### config.mk
export PLATFORM = sky130hd
export DESIGN_NAME = mine_placer
export DESIGN_NICKNAME = d
export VERILOG_FILES = /design/src/rtl/mine_placer.sv
export SDC_FILE = /design/constraint.sdc
export NUM_CORES = 1
export LEC_CHECK = 0
export BUFFER_PORTS_ARGS = -buffer_cell sky130_fd_sc_hd__buf_2
export CORE_MARGIN = 3
export CORE_UTILIZATION = 62
export CTS_BUF_LIST = sky130_fd_sc_hd__clkbuf_2
export DETAILED_ROUTE_END_ITERATION = 10
export GPL_TIMING_DRIVEN = 1
export MAX_ROUTING_LAYER = met4
export PLACE_DENSITY_LB_ADDON = 0.15
export SLEW_MARGIN = 20
export SYNTH_ARGS = -nofsm -noshare
export SYNTH_HDL_FRONTEND = slang
export SYNTH_SLANG_ARGS = --single-unit
### constraint.sdc
create_clock -name clk -period 9.19 [get_ports clk]
set_input_delay 1.838 -clock clk [delete_from_list [all_inputs] [get_ports clk]]
set_output_delay 1.838 -clock clk [all_outputs]
set_load 0.01 [all_outputs]
### src/rtl/mine_placer.sv
// Mine-map generator: clears the board and places exactly MINES distinct mines
// from a free-running maximal-length LFSR, optionally keeping a 3x3 zone clear.
module mine_placer #(
  parameter int COLS   = 8,
  parameter int ROWS   = 8,
  parameter int MINES  = 8,
  parameter int LFSR_W = 16,
  parameter logic [LFSR_W-1:0] SEED = 16'hACE1,
  localparam int CELLS = COLS * ROWS,
  localparam int RW    = $clog2(ROWS),
  localparam int CW    = $clog2(COLS),
  localparam int CNTW  = $clog2(MINES + 1)
) (
  input  logic              clk,
  input  logic              resetn,
  input  logic              start,
  input  logic              seed_ld,
  input  logic [LFSR_W-1:0] seed,
  input  logic              safe_en,
  input  logic [RW-1:0]     safe_row,
  input  logic [CW-1:0]     safe_col,
  output logic              busy,
  output logic              done,
  output logic [CELLS-1:0]  mine_map,
  output logic [CNTW-1:0]   mine_count
);

  localparam int IDXW = $clog2(CELLS);

  // Fibonacci tap masks (bit t-1 set for tap t) of maximal-length polynomials.
  function automatic logic [31:0] tap_mask(input int w);
    case (w)
      2:       return 32'h0000_0003;
      3:       return 32'h0000_0006;
      4:       return 32'h0000_000C;
      5:       return 32'h0000_0014;
      6:       return 32'h0000_0030;
      7:       return 32'h0000_0060;
      8:       return 32'h0000_00B8;
      9:       return 32'h0000_0110;
      10:      return 32'h0000_0240;
      11:      return 32'h0000_0500;
      12:      return 32'h0000_0829;
      13:      return 32'h0000_100D;
      14:      return 32'h0000_2015;
      15:      return 32'h0000_6000;
      16:      return 32'h0000_B400;
      17:      return 32'h0001_2000;
      18:      return 32'h0002_0400;
      19:      return 32'h0004_0023;
      20:      return 32'h0009_0000;
      21:      return 32'h0014_0000;
      22:      return 32'h0030_0000;
      23:      return 32'h0042_0000;
      24:      return 32'h00E1_0000;
      default: return 32'h0000_0000;
    endcase
  endfunction

  localparam logic [31:0]       TAPS32  = tap_mask(LFSR_W);
  localparam logic [LFSR_W-1:0] TAPS    = TAPS32[LFSR_W-1:0];
  localparam logic [LFSR_W-1:0] ONE     = {{(LFSR_W-1){1'b0}}, 1'b1};
  localparam logic [LFSR_W-1:0] SEED_NZ = (SEED == '0) ? ONE : SEED;

  typedef enum logic [1:0] {S_IDLE, S_CLEAR, S_PLACE, S_DONE} state_t;

  state_t              state_q, state_d;
  logic [LFSR_W-1:0]   lfsr_q, lfsr_shift;
  logic [CELLS-1:0]    map_q;
  logic [CNTW-1:0]     count_q;
  logic                safe_en_q;
  logic [RW-1:0]       safe_row_q;
  logic [CW-1:0]       safe_col_q;

  logic [RW-1:0]       cand_row;
  logic [CW-1:0]       cand_col;
  logic [RW:0]         cr, sr;
  logic [CW:0]         cc, sc;
  logic [IDXW-1:0]     cand_idx;
  logic [CELLS-1:0]    cand_bit;
  logic                in_range, occupied, in_safe, accept, last, start_ok;

  assign lfsr_shift = {lfsr_q[LFSR_W-2:0], ^(lfsr_q & TAPS)};

  assign cand_row = lfsr_q[RW-1:0];
  assign cand_col = lfsr_q[RW+CW-1:RW];
  assign cr       = {1'b0, cand_row};
  assign sr       = {1'b0, safe_row_q};
  assign cc       = {1'b0, cand_col};
  assign sc       = {1'b0, safe_col_q};

  assign in_range = (cr < (RW+1)'(ROWS)) && (cc < (CW+1)'(COLS));
  assign cand_idx = IDXW'(cand_row) * IDXW'(COLS) + IDXW'(cand_col);
  assign cand_bit = {{(CELLS-1){1'b0}}, 1'b1} << cand_idx;
  assign occupied = |(map_q & cand_bit);
  // Chebyshev distance <= 1 on unsigned coordinates; board edges clip, no wrap.
  assign in_safe  = safe_en_q && (cr + 1'b1 >= sr) && (sr + 1'b1 >= cr) &&
                    (cc + 1'b1 >= sc) && (sc + 1'b1 >= cc);
  assign accept   = (state_q == S_PLACE) && in_range && !occupied && !in_safe;
  assign last     = accept && (count_q == CNTW'(MINES - 1));
  assign start_ok = (state_q == S_IDLE) && start;

  // Handshake: start is a level request sampled only in IDLE (never queued);
  // busy is high through CLEAR and PLACE; done is a one-cycle completion pulse
  // that rises on the edge busy falls, after which mine_map is valid.
  always_comb begin
    state_d = state_q;
    case (state_q)
      S_IDLE:  if (start) state_d = S_CLEAR;
      S_CLEAR: state_d = S_PLACE;
      S_PLACE: if (last) state_d = S_DONE;
      S_DONE:  state_d = S_IDLE;
      default: state_d = S_IDLE;
    endcase
  end

  always_ff @(posedge clk or negedge resetn) begin
    if (!resetn) begin
      state_q    <= S_IDLE;
      lfsr_q     <= SEED_NZ;
      map_q      <= '0;
      count_q    <= '0;
      safe_en_q  <= 1'b0;
      safe_row_q <= '0;
      safe_col_q <= '0;
    end else begin
      state_q <= state_d;
      if ((state_q == S_IDLE) && seed_ld)
        lfsr_q <= (seed == '0) ? ONE : seed;
      else
        lfsr_q <= lfsr_shift;
      if (start_ok) begin
        safe_en_q  <= safe_en;
        safe_row_q <= safe_row;
        safe_col_q <= safe_col;
      end
      if (state_q == S_CLEAR) begin
        map_q   <= '0;
        count_q <= '0;
      end else if (accept) begin
        map_q   <= map_q | cand_bit;
        count_q <= count_q + CNTW'(1);
      end
    end
  end

  assign busy       = (state_q == S_CLEAR) || (state_q == S_PLACE);
  assign done       = (state_q == S_DONE);
  assign mine_map   = map_q;
  assign mine_count = count_q;

endmodule

**Word-level counts from Yosys, hierarchy flattened**

Cells that the tools add are included.

- Flip-flop bits (word level): 93
- Word-level logic and storage cells: 57
- Input bits: 27

- Add/sub/neg operators: 6
- Shift-type cells: 1
- Order comparisons: 6
- Reduce and logical (&&, ||, !) cells: 20
- Equality and inequality tests: 6
- Bitwise operators: 2
- Mux-type cells: 9

Operators by type and width:

| kind | count |
|---|---|
| $mux 64 | 2 |
| $and 64x64->64 | 1 |
| $or 64x64->64 | 1 |
| $reduce_or 64->1 | 1 |
| $shl 1x6->64 const A | 1 |
| $mux 16 | 2 |
| $add 3x1->4 const B | 4 |
| $ge 4x3->1 | 4 |
| $logic_not 16->1 | 1 |
| $reduce_xor 16->1 | 1 |
| $logic_and 1x1->1 | 11 |
| $lt 3x4->1 const B | 2 |
| $mux 4 | 2 |
| $pmux 2 s4 | 1 |
| $add 6x3->6 | 1 |
| $add 4x1->4 const B | 1 |
| $eq 2x2->1 const B | 2 |
| $eq 4x3->1 const B | 1 |
| $mux 2 | 2 |
| $ne 2x2->1 const B | 2 |
| $eq 2x1->1 const B | 1 |
| $logic_not 1->1 | 2 |
| $logic_not 2->1 | 1 |
| $reduce_and 2->1 | 1 |
| other kinds (2) | 2 |

**Logic depth before layout (Yosys ltp)**

- Depth in word-level cells: 11
- Depth in mapped cells: 15
- Mapped depth without buffers: 10

**Least setup slack after synthesis**

Ideal clock, no wire load.

- Path type: register to register
- Start point: register lfsr_q[5]
- End point: register count_q[3], in the netlist mine_count[3]
- Library setup time: 0.078 ns
- Required time: 9.112 ns
- Stages on the path, launching flop included: 15
- Arrival: 3.659 ns
- Clock period less this slack: 3.737 ns
- Path slack: 5.453 ns
- Path through: dfstp_2 > buf_6 > clkbuf_1 > clkbuf_1 > inv_1 > ha_1 > clkbuf_1 > a22oi_1 > nor2_1 > o221a_2 > or4_1 > or2_1 > buf_6 > or4_1 > a21oi_1

- Word-level cells in the longest chain between the ends: 8
- Elaborated cells on any way between the ends: 17
- Those cells by class: 2 x add/sub; 3 x order compare; 1 x shift; 1 x bitwise; 10 x reduce/logical

RTL lines:

| item | line | text |
|---|---|---|
| start: declaration | 68 | `logic [LFSR_W-1:0] lfsr_q, lfsr_shift;` |
| start signal: assignment | 129 | `lfsr_q <= (seed == '0) ? ONE : seed;` |
| start signal: assignment | 131 | `lfsr_q <= lfsr_shift;` |
| $add 6x3->6 | 93 | `assign cand_idx = IDXW'(cand_row) * IDXW'(COLS) + IDXW'(cand_col);` |
| $shl 1x6->64 | 94 | `assign cand_bit = {{(CELLS-1){1'b0}}, 1'b1} << cand_idx;` |
| $and 64x64->64 | 95 | `assign occupied = \|(map_q & cand_bit);` |
| $reduce_or 64->1 | 95 |  |
| $logic_not 1->1 | 99 | `assign accept = (state_q == S_PLACE) && in_range && !occupied && !in_safe;` |
| $logic_and 1x1->1 | 99 |  |
| $logic_and 1x1->1 * | 99 |  |
| $reduce_bool 2->1 (no line) * | -- |  |
| end signal: assignment | 142 | `count_q <= count_q + CNTW'(1);` |
| end: declaration | 70 | `logic [CNTW-1:0] count_q;` |

Every way passes the cells marked *; elsewhere a longest branch is shown, timed or not.
A chain may end at the register's enable or synchronous reset.

**Worst setup path in the final report**

- Start point: register lfsr_q[5]
- End point: register map_q[2], in the netlist mine_map[2]

- Word-level cells in the longest chain between the ends: 8
- Elaborated cells on any way between the ends: 20
- Those cells by class: 2 x add/sub; 3 x order compare; 1 x shift; 2 x mux; 2 x bitwise; 10 x reduce/logical

RTL lines:

| item | line | text |
|---|---|---|
| $add 6x3->6 | 93 |  |
| $shl 1x6->64 | 94 |  |
| $and 64x64->64 | 95 |  |
| $reduce_or 64->1 | 95 |  |
| $logic_not 1->1 | 99 |  |
| $logic_and 1x1->1 (2 in a row) | 99 |  |
| $reduce_bool 2->1 (no line) | -- |  |
| end signal: assignment | 141 | `map_q <= map_q \| cand_bit;` |
| end: declaration | 69 | `logic [CELLS-1:0] map_q;` |

Several ways; a longest one is shown, not always the timed one. The select of a mux whose other input is x is not followed.

==> flow_summary.ini <==
[outcome]
status = finished, final reports clean

[drt]
postRouteAntennaNets = 0
wl_per_cell_um = 21.36
drt_iter0_drc = 346
routed-via-count = 4587
drt-vias-per-instance = 6.657
wirelength_um = 14720
first_pass_iters = 5
drc = 0

[sta]
layout_min_cycle_time_ns = 4.072
tightest_slew_ns = 0.9680
rsz0062_at_grt = false
drv_slew = 0
min_period_over_period_pct = 44.31
tns_ns = 0
hold_ws_ns = 0.5192
hold_viol = 0
fmax_ghz = 0.2456
slew-limit-headroom_pct = 35.23
setup_viol = 0
finClkSkew_ns = 0.02988

[hold_path]
hold_path.class = reg -> reg
hold_depth = 1

[synth]
synthSimpleGateAreaFrac_pct = 18.45
ys.flop_type = dfrtp_1
syn_nets = 564
ys_seq_area_share_pct = 45.22
async_flop_share_pct = 100.0
synth_top_family_by_area = simple AND/OR/NAND/NOR gates
synth_xor_xnor_area_share_pct = 1.017
syn_area_um2 = 5169
synth_seq_cells = 93
muxShareOfSynthArea_pct = 6.391
synth_cell_types = 57
synth-compound-area-share_pct = 17.79
synth_fa_ha_area_share_pct = 6.052
postSynthAreaPerCell_um2 = 10.10
syn_inst = 512
synth_warnings = 0
synth_edf_count = 0

[clock_network]
cts_buffer_depth = 2
ctsHoldBuffers = 0
cts_sinks = 93
clk_latency_ns = 0.57
clk_pin_slew_ns = 0.24
cts_tree = built
postCtsSetupRepairBufs = 0
numCtsBuffers = 9
clock-root-buffer = clkbuf_2
cts_resized = 0
htree_levels = 3

[final_layout]
syn2layout_area_growth_pct = 11.98
fill_cells = 620
drive_gt1_share_pct = 26.41
nets = 634
n_antenna_cell = 0
layout_commonest_cell = buf_2
layout_common_cells = 95 x buf_2, 85 x dfrtp_1, 41 x nor4_1
fin_area_um2 = 5788

[critical_path]
cp_max_fo = 28
worstSetupStartpointType = flip-flop
reg2reg_depth = 9
worstSetupEndpointType = flip-flop
critPathKind = reg -> reg
worstPathRequired_ns = 9.69
crit_arrival_ns = 4.58

[power_and_ir_drop]
power_density_nw_per_um2 = 301.1
switching_power_w = 0.0008512
p_clk_share_pct = 13.4
seq_power_share_pct = 36.5
switching_share_pct = 48.85
combPwrFrac_pct = 50.1
internal_power_w = 0.0008913
vdd_drop_max_uv = 186.2
leakage_nw = 2.774

[placed_design]
placed_cell_area_um2 = 5649
gp_congestion = 0.9423
portBuffers = 96
hpwl_um = 10230

[global_routing]
antenna_found_initial = 0
grt_pass1_wl_um = 24220
first_global_vias = 4525
grt_util_all_layers_pct = 32.85
grt_overflow_total = 0
grt_start_max_net_pins = 60

[die]
die_x_um = 97.31
initial_core_util_pct = 65.20
fp-row-count = 32
boundaryPins = 97
die_area_um2 = 9468
coreArea_um2 = 7928
die_height_um = 97.31

[flow_run]
maxCapViolations = 0
synthesized netlist by cell type, drive strengths merged (3+ instances only):
library cell	instances	area share, %
nor2b	10	1.2
and3	4	0.48
or4	6	0.87
o21ai	6	0.58
inv	16	1.2
mux2i	6	1.2
a21o	4	0.58
a21oi	17	1.6
a32o	13	2.5
nand3b	7	1.0
dfrtp	85	41
a22o	5	0.85
mux2	24	5.2
ha	25	6.1
a31oi	19	2.3
nor3	6	0.80
nand3	21	2.0
clkbuf	33	2.4
xor2	3	0.51
nor4	41	5.0
xnor2	3	0.51
a22oi	5	0.73
dfstp	8	4.1
nand2b	6	0.73
o31ai	4	0.58
nand2	25	1.8
o21a	34	4.9
buf	11	1.4
nand4b	3	0.51
or3	3	0.36
nor2	29	2.1
logic make-up (layout without fill, tap and decap cells):
logic type | Yosys count | in the layout
simple gates | 171 | 171
xor+xnor | 6 | 6
fa+ha+maj | 25 | 25
mux | 30 | 30
compound gates | 125 | 125
buf+inv | 62 | 137
flops | 93 | 93
power groups by stage:
stage               sequential (W)  clock, W  combinational [W]
floorplan                 0.000566         0           0.000687
global placement          0.000634         0           0.000825
detailed placement        0.000638         0           0.000852
CTS                       0.000630  0.000236           0.000858
global route              0.000649  0.000253           0.000961
finish                    0.000636  0.000234           0.000873
layout make-up:
type | count | area, um^2 | share of cell area, %
Clock inverter | 6 | 88.84 | 1.535
Multi-Input combinational cell | 357 | 2569 | 44.38
Clock buffer | 10 | 50.05 | 0.8647
Inverter | 18 | 67.56 | 1.167
Timing Repair Buffer | 103 | 548.0 | 9.468
Tap cell | 102 | 127.6 | 2.205
Sequential cell | 93 | 2337 | 40.38
layer usage:
layer  vias to the layer above  share of wire [%]  track usage, %
met3                        41                8.5           5.815
met5                         -                  0               -
met1                      2222                 42           44.66
met4                         0                2.7           11.61
li1                       2061                  -               -
met2                       263                 47           50.16
state kept, by name, indices dropped and copies added, names as in the netlist:
signal / count
lfsr_q: 16
mine_count: 4
mine_map: 64
safe_col_q: 3
safe_en_q: 1
safe_row_q: 3
state_q: 2
per-stage QoR:
stage	std cells	power (W)	setup WS, ns	utilization (%)
after global routing	689	0.001863	4.925	73.01
after floorplan	512	0.001253	5.453	-
after CTS	689	0.001724	5.181	73.01
after global placement	672	0.001459	5.302	71.01
final	689	0.001743	5.118	73.01
after detailed placement	673	0.001490	5.242	71.26
worst max-delay path: stages, from the launching register on:
cell and delay [ns]:
dfstp_2 0.92, inv_1 0.23, ha_1 0.39, a22oi_1 0.25, nor2_1 0.08, o221a_2 0.31, or4_1 0.54, or2_1 0.45
nor3_4 0.59, a32o_1 0.26
final timing paths:
| check | startpoint | endpoint | slack [ns] |
|---|---|---|---|
| max in group asynchronous | resetn | lfsr_q[7]$_DFF_PN1_ | 7.05 |
| worst max register to register | lfsr_q[5]$_DFF_PN1_ | mine_map[2]$_DFFE_PN0P_ | 5.12 |
| worst max-delay path | lfsr_q[5]$_DFF_PN1_ | mine_map[2]$_DFFE_PN0P_ | 5.12 |
| worst min register to register | lfsr_q[9]$_DFF_PN0_ | lfsr_q[10]$_DFF_PN1_ | 0.52 |
| min in group asynchronous | resetn | mine_count[2]$_DFFE_PN0P_ | 1.02 |
| worst min-delay path | lfsr_q[9]$_DFF_PN0_ | lfsr_q[10]$_DFF_PN1_ | 0.52 |
(Power assumes the default switching activity.)
